<file path="src/rtl/usr_frame_tx_if.sv">
// usr_frame_tx_if
//   Valid/ready word handshake between a parallel word producer (for example
//   the universal shift register's q output) and the serial frame transmitter.
//   Signals:
//     d_in     WIDTH  parallel word offered by the producer
//     d_valid  1      d_in holds a word to send
//     d_ready  1      consumer can accept a word this cycle
//   Modports:
//     master   producer side (drives d_in/d_valid, observes d_ready)
//     slave    consumer side (observes d_in/d_valid, drives d_ready)
interface usr_frame_tx_if #(
  parameter int WIDTH = 8
);
  logic [WIDTH-1:0] d_in;
  logic             d_valid;
  logic             d_ready;

  modport master (output d_in, output d_valid, input d_ready);
  modport slave  (input d_in, input d_valid, output d_ready);
endinterface

</file>
<file path="src/rtl/usr_frame_tx.sv">
// usr_frame_tx
//   Accepts one parallel word per valid/ready handshake and sends it as a
//   UART-style frame on a single idle-high line:
//     start(0) | data LSB first | optional parity | STOP_BITS stop(1)
//   Each bit is held for CLKS_PER_BIT clocks.
//   Ports:
//     clk         rising-edge clock
//     reset       asynchronous, active-low reset
//     bus         usr_frame_tx_if.slave (d_in, d_valid in; d_ready out)
//     tx          serial line, idle high (registered)
//     busy        frame in progress (registered)
//     frame_done  one-cycle pulse after the last stop bit (registered)
module usr_frame_tx #(
  parameter int WIDTH        = 8,
  parameter int CLKS_PER_BIT = 4,
  parameter int PARITY_EN    = 1,
  parameter int PARITY_ODD   = 0,
  parameter int STOP_BITS    = 1
) (
  input  logic          clk,
  input  logic          reset,
  usr_frame_tx_if.slave bus,
  output logic          tx,
  output logic          busy,
  output logic          frame_done
);

  // Anything other than 2 stop bits falls back to a single stop bit.
  localparam int STOP_EFF = (STOP_BITS == 2) ? 2 : 1;
  localparam int STOP_LEN = STOP_EFF * CLKS_PER_BIT;
  // The stop phase is the longest single phase, so size the counter for it.
  localparam int CW = $clog2(STOP_LEN + 1);
  localparam int IW = (WIDTH > 1) ? $clog2(WIDTH) : 1;

  localparam logic [CW-1:0] BIT_LAST  = CW'(CLKS_PER_BIT - 1);
  localparam logic [CW-1:0] STOP_LAST = CW'(STOP_LEN - 1);
  localparam logic [IW-1:0] IDX_LAST  = IW'(WIDTH - 1);

  typedef enum logic [2:0] {
    IDLE,
    START,
    DATA,
    PARITY,
    STOP
  } state_t;

  state_t           state_reg, state_next;
  logic [CW-1:0]    cnt_reg, cnt_next;
  logic [IW-1:0]    idx_reg, idx_next;
  logic [WIDTH-1:0] shift_reg, shift_next;
  logic             par_reg, par_next;
  logic             tx_reg, tx_next;
  logic             busy_reg, busy_next;
  logic             done_reg, done_next;

  always_ff @(posedge clk or negedge reset) begin
    if (!reset) begin
      state_reg <= IDLE;
      cnt_reg   <= '0;
      idx_reg   <= '0;
      shift_reg <= '0;
      par_reg   <= 1'b0;
      tx_reg    <= 1'b1;
      busy_reg  <= 1'b0;
      done_reg  <= 1'b0;
    end else begin
      state_reg <= state_next;
      cnt_reg   <= cnt_next;
      idx_reg   <= idx_next;
      shift_reg <= shift_next;
      par_reg   <= par_next;
      tx_reg    <= tx_next;
      busy_reg  <= busy_next;
      done_reg  <= done_next;
    end
  end

  // tx_next always carries the value of the bit that the upcoming state
  // will drive, so tx changes exactly on the bit boundary edge.
  always_comb begin
    state_next = state_reg;
    cnt_next   = cnt_reg;
    idx_next   = idx_reg;
    shift_next = shift_reg;
    par_next   = par_reg;
    tx_next    = tx_reg;
    busy_next  = busy_reg;
    done_next  = 1'b0;

    case (state_reg)
      IDLE: begin
        // d_ready is high in IDLE, so d_valid alone marks the transfer edge.
        if (bus.d_valid) begin
          state_next = START;
          shift_next = bus.d_in;
          par_next   = (PARITY_ODD != 0) ? ~(^bus.d_in) : (^bus.d_in);
          cnt_next   = '0;
          idx_next   = '0;
          tx_next    = 1'b0;
          busy_next  = 1'b1;
        end
      end
      START: begin
        if (cnt_reg == BIT_LAST) begin
          state_next = DATA;
          cnt_next   = '0;
          tx_next    = shift_reg[0];
        end else begin
          cnt_next = cnt_reg + CW'(1);
        end
      end
      DATA: begin
        if (cnt_reg == BIT_LAST) begin
          cnt_next = '0;
          if (idx_reg == IDX_LAST) begin
            if (PARITY_EN != 0) begin
              state_next = PARITY;
              tx_next    = par_reg;
            end else begin
              state_next = STOP;
              tx_next    = 1'b1;
            end
          end else begin
            idx_next   = idx_reg + IW'(1);
            shift_next = shift_reg >> 1;
            tx_next    = shift_next[0];
          end
        end else begin
          cnt_next = cnt_reg + CW'(1);
        end
      end
      PARITY: begin
        if (cnt_reg == BIT_LAST) begin
          state_next = STOP;
          cnt_next   = '0;
          tx_next    = 1'b1;
        end else begin
          cnt_next = cnt_reg + CW'(1);
        end
      end
      STOP: begin
        if (cnt_reg == STOP_LAST) begin
          state_next = IDLE;
          cnt_next   = '0;
          busy_next  = 1'b0;
          done_next  = 1'b1;
        end else begin
          cnt_next = cnt_reg + CW'(1);
        end
      end
      default: begin
        state_next = IDLE;
        cnt_next   = '0;
        tx_next    = 1'b1;
        busy_next  = 1'b0;
      end
    endcase
  end

  assign bus.d_ready = (state_reg == IDLE);
  assign tx          = tx_reg;
  assign busy        = busy_reg;
  assign frame_done  = done_reg;

endmodule

</file>
<file path="src/flat_wrapper.sv">
// flat-port wrapper written by rule: the top's interface ports become plain ports
module usr_frame_tx_flat 
#(
  parameter int WIDTH        = 8,
  parameter int CLKS_PER_BIT = 4,
  parameter int PARITY_EN    = 1,
  parameter int PARITY_ODD   = 0,
  parameter int STOP_BITS    = 1
)
  (clk, reset, tx, busy, frame_done, bus_d_in, bus_d_valid, bus_d_ready);
  usr_frame_tx_if #(.WIDTH(WIDTH)) bus_i ();
  input  logic clk;
  input  logic reset;
  output logic tx;
  output logic busy;
  output logic frame_done;
  input wire logic [$bits(bus_i.d_in)-1:0] bus_d_in;
  input wire logic [$bits(bus_i.d_valid)-1:0] bus_d_valid;
  output wire logic [$bits(bus_i.d_ready)-1:0] bus_d_ready;
  assign bus_i.d_in = bus_d_in;
  assign bus_i.d_valid = bus_d_valid;
  assign bus_d_ready = bus_i.d_ready;
  usr_frame_tx #(.WIDTH(WIDTH), .CLKS_PER_BIT(CLKS_PER_BIT), .PARITY_EN(PARITY_EN), .PARITY_ODD(PARITY_ODD), .STOP_BITS(STOP_BITS)) u_core (.clk(clk), .reset(reset), .bus(bus_i), .tx(tx), .busy(busy), .frame_done(frame_done));
endmodule
</file>
<file path="config.mk">
export PLATFORM = sky130hd
export DESIGN_NAME = usr_frame_tx_flat
export DESIGN_NICKNAME = d
export VERILOG_FILES = /design/src/rtl/usr_frame_tx_if.sv /design/src/rtl/usr_frame_tx.sv /design/src/flat_wrapper.sv
export SDC_FILE = /design/constraint.sdc
export NUM_CORES = 1
export LEC_CHECK = 0
export BUFFER_PORTS_ARGS = -buffer_cell sky130_fd_sc_hd__buf_2
export CAP_MARGIN = 20
export CELL_PAD_IN_SITES_DETAIL_PLACEMENT = 0
export CELL_PAD_IN_SITES_GLOBAL_PLACEMENT = 1
export CORE_MARGIN = 4
export CORE_UTILIZATION = 44
export DETAILED_ROUTE_END_ITERATION = 12
export GPL_TIMING_DRIVEN = 0
export MAX_ROUTING_LAYER = met4
export PLACE_DENSITY = 0.79
export SLEW_MARGIN = 20
export SYNTH_ARGS = -nofsm -noshare
export SYNTH_HDL_FRONTEND = slang
export SYNTH_SLANG_ARGS = --single-unit
</file>
<file path="constraint.sdc">
create_clock -name clk -period 2.18 [get_ports clk]
set_clock_uncertainty 0.1 [all_clocks]
set_input_delay 0.436 -clock clk [delete_from_list [all_inputs] [get_ports clk]]
set_output_delay 0.436 -clock clk [all_outputs]
set_load 0.005 [all_outputs]
</file>
==> summary.md, run 1 <==
| Metric | Value |
|---|---|
| CP Depth | `7` |
| WP data arrival | `2.03 ns` |
| Remaining global-route overflow | `0` |
| RSZ-0062 raised after global routing | `no` |
| TritonCTS clock tree | `built` |
| Die span in y | `58.2 um` |
| Tmin final | `1.90 ns` |
| Layout area overhead | `12.9%` |
| Die W | `58.2 um` |
| Synthesis-stage register bit count | `21` |
| Slew Viols, Final | `0` |
| Post-CTS Setup Bufs | `0` |
| Worst-case reg-to-reg path depth | `7` |
| Status | `complete, no violations` |
| FFs w/ async S/R, synth | `1.00` |
| Die Area | `0.00339 mm^2` |
| Crit path max fanout | `10` |
| PwrDens | `1260 mW/mm^2` |
| Reg2reg start | `u_core.idx_reg[0]$_DFFE_PN0P_` |
| Core ar. | `~0.0023 mm^2` |
| Final hold violation count | `0` |
| Crit path kind | `flip-flop to flip-flop` |
| Final setup fails | `0` |
| Worst Hold Launch | `bus_d_in[7]` |
| Sequential fraction of the synthesis area | `0.475` |
| Post-route DRC | `0` |
| First-pass DRT Iterations | `4` |
| Rel. slew slack | `0.647` |
| Ratio of cells with drive above 1 in the final layout | `0.244` |
| GPL Wtd Cong | `approximately 0.69` |
| Syn_nets | `114` |
| R2r setup slk | `0.28 ns` |
| Critical path's slowest cell | `dfrtp_1` |
| Peak VDD IR | `0.000638 V` |
| Worst path max stage delay | `0.41 ns` |
| Starting DRT DRC Count | `29` |
| Netlist Area Pre-Place | `0.00111 mm^2` |
| Detailed Route WL | `2070 um` |
| Worst slew pin tran | `0.529 ns` |
| Max Freq | `526 MHz` |
| Clock Pin Slew Worst Setup and Hold Paths | `0.12 ns` |
| WHS Path Cells | `2` |
| DR WL/cell | `14.1 um` |
| Routed Antenna Nets | `0` |
| Initial core utilization | `0.483` |
| Via Count | `800` |
| Hold crit path type | `input pin to flip-flop` |
| Clk Latency, worst-skew pair | `0.30 ns` |
| Post-synth EDFFs | `0` |
| Total power | `1580 uW` |
| Clock sink total | `21` |
| GRT Resource Usage Total | `0.152` |
| Vias per cell | `5.44` |
| Syn Area/Cell | `11.1 um^2` |
| Min-Delay Endpoint | `u_core.shift_reg[7]$_DFFE_PN0P_` |
| Pin count of the biggest net entering global routing | `22` |
| Number of diodes | `0` |
| Startpoint Class | `flip-flop` |
| # IOs | `15` |
| Top_reg_cell synth | `dfrtp_1` |
| Final #Nets | `134` |
| First-pass GRT wire length | `3880 um` |
| Syn. warnings | `0` |
| LEAKAGE | `0.000541 uW` |
| FF-to-FF End | `u_core.shift_reg[2]$_DFFE_PN0P_` |
| Num rows | `17` |
| Cell Chain, Critical Path | `ha_1, ha_1, nor2b_1, o21a_1, buf_6, a21boi_4, a2bb2oi_1` |
| Setup TNS | `0 ns` |
| Clock Tree Root | `clkbuf_4` |
| WP data required | `around 2.3 ns` |
| CP bufs+invs | `1` |
| Vias in the first global route | `893` |
| Critical path's most frequent cell | `ha_1` |
| Max FFs per register | `8` |
| Post-DP HPWL | `1500 um` |
| Number of port buffers | `14` |
| Inserted Clock Buffers | `3` |
| Top delay family on crit path | `compound AO/OA/AOI/OAI gates` |
| CTS H-tree lvls | `1` |
| Cells after synthesis | `100` |
| CP Capture Type | `flip-flop` |
| Tcrit/Tclk final | `0.872` |
| Initial antenna violation count | `0` |
| Max-Cap Viols | `0` |
| Netlist cell types | `35` |
| Clock Path Buffers | `2` |
[cell usage after synthesis, types with 2 or more instances]
cell        n  area (um^2)
ha_1        3         37.5
a2bb2oi_1   7         61.3
a22o_1      3         26.3
nor2_1      6         22.5
nor2b_1     2         12.5
o21ai_1     2         10.0
mux2_2      2         22.5
o22ai_1     7         43.8
o21a_1      2         15.0
clkbuf_1    2         7.51
buf_6       2         22.5
xnor2_1     9         78.8
o21ai_0     4         20.0
mux2i_1     2         20.0
dfrtp_1    20          500
nand2_1     8         30.0
[worst register-to-register path, stage by stage (launching register included)]
cell and delay [ns]:
dfrtp_1 0.41, ha_1 0.20, ha_1 0.23, nor2b_1 0.12
o21a_1 0.13, buf_6 0.14, a21boi_4 0.30, a2bb2oi_1 0.21
[how the worst max path moves through the flow]
stage / from / end
after global routing: u_core.idx_reg[0]$_DFFE_PN0P_ / u_core.shift_reg[2]$_DFFE_PN0P_
final: u_core.idx_reg[0]$_DFFE_PN0P_ / u_core.shift_reg[2]$_DFFE_PN0P_
after global placement: u_core.idx_reg[0]$_DFFE_PN0P_ / u_core.shift_reg[5]$_DFFE_PN0P_
after CTS: u_core.state_reg[0]$_DFFE_PN0P_ / bus_d_ready
after floorplan: u_core.idx_reg[0]$_DFFE_PN0P_ / u_core.idx_reg[0]$_DFFE_PN0P_
after detailed placement: u_core.idx_reg[0]$_DFFE_PN0P_ / u_core.shift_reg[2]$_DFFE_PN0P_
[layout by cell type (no fill, tap or decap)]
| master | count |
|---|---|
| nand2b_1 | 1 |
| dfrtp_1 | 20 |
| a21oi_1 | 1 |
| nor2b_1 | 2 |
| o21a_1 | 2 |
| a2bb2oi_1 | 7 |
| o32ai_1 | 1 |
| o21ai_1 | 2 |
| a311oi_1 | 1 |
| buf_6 | 2 |
| a21boi_0 | 1 |
| clkbuf_1 | 2 |
| nor4_1 | 1 |
| nand2_2 | 1 |
| mux2i_1 | 2 |
| clkbuf_4 | 3 |
| o21ai_0 | 4 |
| nor3b_4 | 1 |
| nand2_1 | 8 |
| dfstp_2 | 1 |
| o22ai_1 | 7 |
| buf_2 | 14 |
| dlygate4sd3_1 | 1 |
| ha_1 | 3 |
| a211oi_1 | 1 |
| nor2_1 | 6 |
| and3_4 | 1 |
| nand3_1 | 1 |
| nor2b_2 | 1 |
| inv_1 | 1 |
| xnor2_1 | 9 |
| a22o_1 | 3 |
| buf_4 | 1 |
| nor3_1 | 1 |
| mux2_2 | 2 |
| clkinv_2 | 1 |
| a32o_1 | 1 |
| a21boi_4 | 1 |
| or3_1 | 1 |
[cells by family after synthesis]
family                     Yosys count  share of synthesized area
AOI/OAI and AO/OA                   32                      0.219
xor gates and xnor gates             9                     0.0711
adders and majority gates            3                     0.0339
buffers and inverters                6                     0.0372
DFF                                 21                      0.475
muxes                                4                     0.0384
and+or+nand+nor                     25                      0.125
[layout make-up]
cell class                 instances  area (um^2)
buffer                             5         37.5
sequential                        21          527
timing repair buffer              15         80.1
clock buffer                       3         22.5
fill                             200         1050
clock inverter                     1         5.00
inverter                           1         3.75
multi-input combinational         73          541
tap                               28         35.0
[what timing repair did]
action                                  in CTS  in global routing
hold buffers                                 1                  0
resized for setup                            0                  0
endpoints found under the setup margin       0                  0
endpoints found under the hold margin       20                  0
[where the power goes]
group          leakage (uW)  switching [uW]  internal [uW]
clock network     0.0000177             118           68.3
logic              0.000270             390            378
registers          0.000254            79.3            542
[layer usage]
metal,vias up,GRT usage,share of wire
met4,0,0.0762,0.0058
met5,-,-,0
met2,7,0.234,0.46
li1,404,-,-
met1,387,0.195,0.51
met3,2,0.0223,0.027
[metrics by stage]
step	cells	instance area [um^2]	setup WS, ns	hold WS [ns]	util
after floorplan	100	1110	0.484	0.0404	-
after global placement	142	1210	0.349	0.309	0.528
after detailed placement	142	1210	0.303	0.317	0.528
after CTS	147	1250	0.268	0.308	0.545
after global routing	147	1250	0.120	0.309	0.545
final	147	1250	0.280	0.319	0.545
No activity file was read; power rests on OpenSTA's default activity.
==> run 2: changes to the inputs <==
--- a/config.mk
+++ b/config.mk
@@ -15,6 +15,7 @@
 export GPL_TIMING_DRIVEN = 0
 export MAX_ROUTING_LAYER = met4
 export PLACE_DENSITY = 0.79
+export SETUP_SLACK_MARGIN = 0.3
 export SLEW_MARGIN = 20
 export SYNTH_ARGS = -nofsm -noshare
 export SYNTH_HDL_FRONTEND = slang
==> run 2 against run 1 <==
  * Worst hold slack better by 0.00099 ns
  * First-iteration DRC count decreased by 45%
  * Critical path depth grew 1
  * Critical endpoint is now u_core.shift_reg[1]$_DFFE_PN0P_
  * Largest power group unchanged
==> summary.md, run 2 (synthesis gave the netlist of run 1 again) <==
| Metric | Value |
|---|---|
| Sw power | `644 uW` |
| Filler cell count in the final layout | `between 150 and 200` |
| Worst slew pin tran | `between 0.5 and 0.6 ns` |
| Logic pwr share | `0.529` |
| Internal | `about 1100 uW` |
| R2r setup slk | `approximately 0.38 ns` |
| Final instance area | `0.00134 mm^2` |
| Die span in y | `58.2 um` |
| Num rows | `17` |
| Beginning of the critical path | `u_core.idx_reg[0]$_DFFE_PN0P_` |
| Remaining global-route overflow | `0` |
| Rel. slew slack | `0.634` |
| Vias per cell | `between 5 and 6` |
| Startpoint Class | `flip-flop` |
| Peak VDD IR | `0.000785 V` |
| Final setup fails | `0` |
| Tmin final | `between 1.5 and 2 ns` |
| Final hold violation count | `0` |
| WHS Path Cells | `2` |
| Clock Tree Root | `clkbuf_4` |
| Cell Area, Placed | `0.00121 mm^2` |
| Post-route DRC | `0` |
| Critical path's slowest cell | `dfrtp_1` |
| Most common cell after layout, fill and taps aside | `dfrtp_1` |
| Final #Nets | `~140` |
| Inserted Clock Buffers | `3` |
| Die W | `58.2 um` |
| Reg2reg start | `u_core.idx_reg[0]$_DFFE_PN0P_` |
| First-pass DRT Iterations | `4` |
| Post-DP HPWL | `about 1500 um` |
| Ratio of cells with drive above 1 in the final layout | `0.341` |
| Max-Cap Viols | `0` |
| Detailed Route WL | `2200 um` |
| GPL Wtd Cong | `a little under 0.7` |
| Worst-case reg-to-reg path depth | `8` |
| First-pass GRT wire length | `3910 um` |
| Pin count of the biggest net entering global routing | `22` |
| Initial core utilization | `0.483` |
| Clock power share | `0.107` |
| Initial antenna violation count | `0` |
| TritonCTS clock tree | `built` |
| GRT Resource Usage Total | `0.155` |
| Vias in the first global route | `888` |
| Total power | `1740 uW` |
| Post-layout util | `0.583` |
| Worst path max stage delay | `about 0.4 ns` |
| PwrDens | `1300 mW/mm^2` |
| Most frequent cells in the layout | `dfrtp_1, buf_2, xnor2_1` |
| Cell Chain, Critical Path | `ha_1, ha_2, nor2b_1, o21a_1, buf_6, a21boi_4, buf_12, a2bb2oi_1` |
| Slew Viols, Final | `0` |
| Routed Antenna Nets | `0` |
| CTS H-tree lvls | `1` |
| Via Count | `817` |
| CP Capture Type | `flip-flop` |
| Switch share | `0.371` |
| Clock Pin Slew Worst Setup and Hold Paths | `0.12 ns` |
| Clk Latency, worst-skew pair | `0.30 ns` |
| Number of port buffers | `14` |
| WP data required | `2.31 ns` |
| Core ar. | `approximately 0.0023 mm^2` |
| Status | `complete, no violations` |
| Crit path kind | `flip-flop to flip-flop` |
| CP bufs+invs | `2` |
| # IOs | `15` |
| Die Area | `0.00339 mm^2` |
| Number of diodes | `0` |
| CP Depth | `8` |
| Max FFs per register | `8` |
| Setup TNS | `0 ns` |
| Tcrit/Tclk final | `0.827` |
| RSZ-0062 raised after global routing | `no` |
| Clock Path Buffers | `2` |
| Clock sink total | `21` |
| Seq pwr share | `0.364` |
| WP data arrival | `roughly 1.9 ns` |
| Worst Hold Launch | `bus_d_in[7]` |
| Starting DRT DRC Count | `16` |
| LEAKAGE | `0.000573 uW` |
| Hold crit path type | `input pin to flip-flop` |
| Crit path max fanout | `7` |
| Layout area overhead | `20.9%` |
| Top delay family on crit path | `compound AO/OA/AOI/OAI gates` |
| Max Freq | `555 MHz` |
| DR WL/cell | `14.5 um` |
==> run 2: changes by cell type in the layout (fill, tap and decap cells not counted), sizes merged <==
cell  previous run  this run
buf             17        21
==> run 2: what timing repair did <==
action | 4_1_cts | 5_1_grt
setup endpoints to repair | 4 | 12
gates resized for setup | 1 | 9
cloned | 0 | 0
setup buffers | 0 | 4
hold buffers | 1 | 0
hold endpoints to repair | 20 | 0
==> run 2: power by group through the flow <==
stage / Clock, uW / Combinational (uW) / Sequential (uW)
2_1_floorplan: 0 / 609 / 616
3_3_place_gp: 0 / 753 / 627
3_5_place_dp: 0 / 769 / 631
4_1_cts: 194 / 779 / 622
5_1_grt: 221 / 1020 / 654
6_report: 185 / 921 / 633
==> run 2: layout make-up <==
type / instances / area, um^2 / share of cell area
Sequential cell: 21 / 527 / 0.393
Clock inverter: 1 / 5.00 / 0.00373
Buffer: 5 / 38.8 / 0.0289
Clock buffer: 3 / 22.5 / 0.0168
Tap cell: 28 / 35.0 / 0.0261
Timing Repair Buffer: 19 / 123 / 0.0915
Inverter: 1 / 3.75 / 0.00280
Multi-Input combinational cell: 73 / 586 / 0.437
==> run 2: per-stage QoR <==
| step | hold slack, ns | std cells | worst slack, ns |
|---|---|---|---|
| CTS | 0.308 | 147 | 0.274 |
| global placement | 0.309 | 142 | 0.349 |
| detailed placement | 0.317 | 142 | 0.303 |
| floorplan | 0.0404 | 100 | 0.484 |
| global route | 0.311 | 151 | 0.239 |
| finish | 0.320 | 151 | 0.377 |
==> run 2: final timing paths <==
check	end
worst min-delay path	u_core.shift_reg[7]$_DFFE_PN0P_
max in group asynchronous	u_core.tx$_DFFE_PN1P_
worst min register to register	u_core.par_reg$_DFFE_PN0P_
min in group asynchronous	u_core.shift_reg[3]$_DFFE_PN0P_
worst max register to register	u_core.shift_reg[1]$_DFFE_PN0P_
worst max-delay path	u_core.shift_reg[1]$_DFFE_PN0P_
==> run 2: layer usage <==
layer  share of wire  vias up  track usage
met5               0        -            -
met2            0.47        7        0.234
met4           0.010        0       0.0762
met1            0.49      393        0.202
met3           0.025        2       0.0223
li1                -      415            -
==> run 2: worst reg2reg max path: cells and delay by family, from the launching register on <==
family	cells	cell delay, ns
compound gates	3	0.47
fa+ha+maj	2	0.41
flops	1	0.40
buf+inv	2	0.26
simple gates	1	0.11
==> run 3: changes to the inputs <==
--- a/config.mk
+++ b/config.mk
@@ -5,12 +5,13 @@
 export SDC_FILE = /design/constraint.sdc
 export NUM_CORES = 1
 export LEC_CHECK = 0
+export ABC_AREA = 1
 export BUFFER_PORTS_ARGS = -buffer_cell sky130_fd_sc_hd__buf_2
 export CAP_MARGIN = 20
 export CELL_PAD_IN_SITES_DETAIL_PLACEMENT = 0
 export CELL_PAD_IN_SITES_GLOBAL_PLACEMENT = 1
 export CORE_MARGIN = 4
-export CORE_UTILIZATION = 44
+export CORE_UTILIZATION = 41
 export DETAILED_ROUTE_END_ITERATION = 12
 export GPL_TIMING_DRIVEN = 0
 export MAX_ROUTING_LAYER = met4
==> constraint.sdc (replaced) <==
create_clock -name clk -period 1.7 [get_ports clk]
set_clock_uncertainty 0.1 [all_clocks]
set_input_delay 0.34 -clock clk [delete_from_list [all_inputs] [get_ports clk]]
set_output_delay 0.34 -clock clk [all_outputs]
set_load 0.005 [all_outputs]
==> run 3 against run 2 <==
  * Critical path depth fell by 4
  * Largest cell class unchanged
  * Design area rose by 16%
  * Global-route usage fell by 1.5 points
  * Worst setup slack got worse by 0.24 ns
==> summary.md, run 3 <==
| Metric | Value |
|---|---|
| Status | `complete, no violations` |
| Worst setup path end | `bus_d_ready` |
| DR WL/cell | `9.89 um` |
| CP bufs+invs | `2` |
| CP Depth | `4` |
| R2r setup slk | `0.16 ns` |
| Top cell types by occurrence after synthesis | `nand2_1, inv_1, dfrtp_1` |
| Crit path kind | `flip-flop to output pin` |
| Die span in y | `around 65 um` |
| Pin count of the biggest net entering global routing | `22` |
| RSZ-0062 raised after global routing | `yes` |
| Switch share | `0.453` |
| Area leader, netlist | `dfrtp_1` |
| CTS H-tree lvls | `1` |
| Number of port buffers | `14` |
| Max-Cap Viols | `0` |
| Die Area | `0.00421 mm^2` |
| Sw power | `1170 uW` |
| Clock Tree Root | `clkbuf_4` |
| Post-DP HPWL | `about 2000 um` |
| Initial antenna violation count | `0` |
| Core ar. | `0.00308 mm^2` |
| Clock sink total | `21` |
| Worst Hold Launch | `bus_d_valid` |
| Inserted Clock Buffers | `3` |
| Post-synth EDFFs | `0` |
| Worst path max stage delay | `0.43 ns` |
| Seq pwr share | `0.320` |
| Num rows | `20` |
| Clk Latency, worst-skew pair | `0.29 ns` |
| Vias per cell | `4.49` |
| Startpoint Class | `flip-flop` |
| GPL Wtd Cong | `0.778` |
| Tcrit/Tclk final | `0.921` |
| WP data required | `between 1 and 1.5 ns` |
| Final hold violation count | `0` |
| Max FFs per register | `8` |
| # IOs | `15` |
| Final instance area | `0.00155 mm^2` |
| Clock power share | `0.092` |
| Clock Pin Slew Worst Setup and Hold Paths | `0.11 ns` |
| Detailed Route WL | `2470 um` |
| Tmin final | `1.57 ns` |
| Syn_nets | `196` |
| Top delay family on crit path | `flip-flops` |
| WP data arrival | `1.13 ns` |
| Internal | `roughly 1400 uW` |
| Die W | `between 60 and 70 um` |
| TritonCTS clock tree | `built` |
| Ratio of cells with drive above 1 in the final layout | `0.272` |
| Peak VDD IR | `0.000503 V` |
| Starting DRT DRC Count | `29` |
| Netlist cell types | `21` |
| Via Count | `1122` |
| Top_reg_cell synth | `dfrtp_1` |
| Vias in the first global route | `1066` |
| Netlist Area Pre-Place | `around 0.0013 mm^2` |
| WHS Path Cells | `3` |
| Critical path's slowest cell | `dfrtp_1` |
| Beginning of the critical path | `u_core.state_reg[0]$_DFFE_PN0P_` |
| Syn. warnings | `0` |
| FF-to-FF End | `u_core.shift_reg[3]$_DFFE_PN0P_` |
| Hold crit path type | `input pin to flip-flop` |
| Logic pwr share | `0.588` |
| LEAKAGE | `between 0.0008 and 0.0009 uW` |
| Number of diodes | `0` |
| Clock Path Buffers | `2` |
| Slew Viols, Final | `0` |
| Cell Chain, Critical Path | `inv_2, nand2_2, nor2_4, buf_2` |
| Crit path max fanout | `3` |
| First-pass GRT wire length | `4460 um` |
| Synth area leaders | `dfrtp_1, nand2_1, inv_1` |
| Remaining global-route overflow | `0` |
| Routed Antenna Nets | `0` |
| Synth top area share | `0.377` |
| Synthesis-stage register bit count | `21` |
| Initial core utilization | `0.431` |
| Rel. slew slack | `0.694` |
| FFs w/ async S/R, synth | `1.00` |
| Final #Nets | `221` |
| Cell Area, Placed | `0.00147 mm^2` |
| Final setup fails | `0` |
| Most frequent cells in the layout | `nand2_1, inv_1, dfrtp_1` |
| Most common cell after layout, fill and taps aside | `nand2_1` |
| Reg2reg start | `u_core.state_reg[0]$_DFFE_PN0P_` |
| Max Freq | `638 MHz` |
| Worst slew pin tran | `0.459 ns` |
| Post-route DRC | `0` |
| Syn Area/Cell | `7.29 um^2` |
| Total power | `around 2600 uW` |
| Most common cell in the netlist | `nand2_1` |
| First-pass DRT Iterations | `4` |
| Cells after synthesis | `182` |
| Layout area overhead | `17.2%` |
| Setup TNS | `0 ns` |
| Sequential fraction of the synthesis area | `0.397` |
| PwrDens | `1660 mW/mm^2` |
| GRT Resource Usage Total | `0.140` |
| CP Capture Type | `output pin` |
| Worst-case reg-to-reg path depth | `11` |
run 3: worst reg2reg max path, cell delays in order (launching register included):
cell,delay [ns]
dfrtp_1,0.43
inv_2,0.08
nand2_2,0.06
nor2_4,0.13
buf_4,0.14
nand2_4,0.06
nand2_4,0.08
nand2_4,0.08
inv_6,0.08
buf_12,0.13
nand2_2,0.05
o21ai_2,0.05
run 3: final cells by class:
type                    instances  area, um^2
fillers                       324        1520
multi-input cells             129         679
flip-flops and latches         21         528
inverters                      30         123
repair buffers                 20         118
well taps                      44        55.1
clock buffers                   4        26.3
plain buffers                   2        25.0
run 3: cell families (layout without fill, tap and decap cells):
family	count (synthesis)	after routing	synth area share
AND/OR/NAND/NOR	99	99	0.336
buffers and inverters	32	56	0.111
AO/OA/AOI/OAI	26	26	0.121
flip-flops	21	21	0.397
adder cells (fa/ha/maj)	3	3	0.0283
XOR/XNOR	1	1	0.00660
run 3: worst min-delay path by stage:
stage / to
floorplan: u_core.busy$_DFFE_PN0P_
global route: u_core.busy$_DFFE_PN0P_
finish: u_core.busy$_DFFE_PN0P_
global placement: u_core.idx_reg[1]$_DFFE_PN0P_
CTS: u_core.busy$_DFFE_PN0P_
detailed placement: u_core.idx_reg[1]$_DFFE_PN0P_
run 3: timing repair:
action | 4_1_cts | 5_1_grt
hold buffers | 1 | 0
endpoints found under the setup margin | 17 | 17
resized for setup | 4 | 4
pin swaps | 0 | 1
gates cloned | 0 | 0
buffers inserted | 2 | 3
endpoints found under the hold margin | 20 | 0
run 3: power groups by stage:
stage               sequential (uW)  clock [uW]  combinational (uW)
global route                    848         294                1750
global placement                835           0                1380
detailed placement              841           0                1400
finish                          826         239                1520
floorplan                       818           0                1130
CTS                             826         254                1450
run 3: metrics by stage:
stage | setup slack (ns) | std cells | util | hold slack, ns
6_report | 0.134 | 250 | 0.505 | 0.222
5_1_grt | 0.0396 | 250 | 0.505 | 0.211
4_1_cts | 0.0784 | 247 | 0.494 | 0.220
3_5_place_dp | 0.150 | 240 | 0.476 | 0.224
3_3_place_gp | 0.186 | 240 | 0.476 | 0.222
2_1_floorplan | 0.296 | 182 | - | -0.0556
run 3: routing by layer:
metal / wire, um / up-vias / part of all wire / global-route usage
met5: 0 / - / 0 / -
met4: 21 / 0 / 0.0085 / 0.0633
met3: 79 / 2 / 0.032 / 0.0208
met2: 1210 / 15 / 0.49 / 0.238
met1: 1170 / 498 / 0.47 / 0.163
li1: - / 607 / - / -
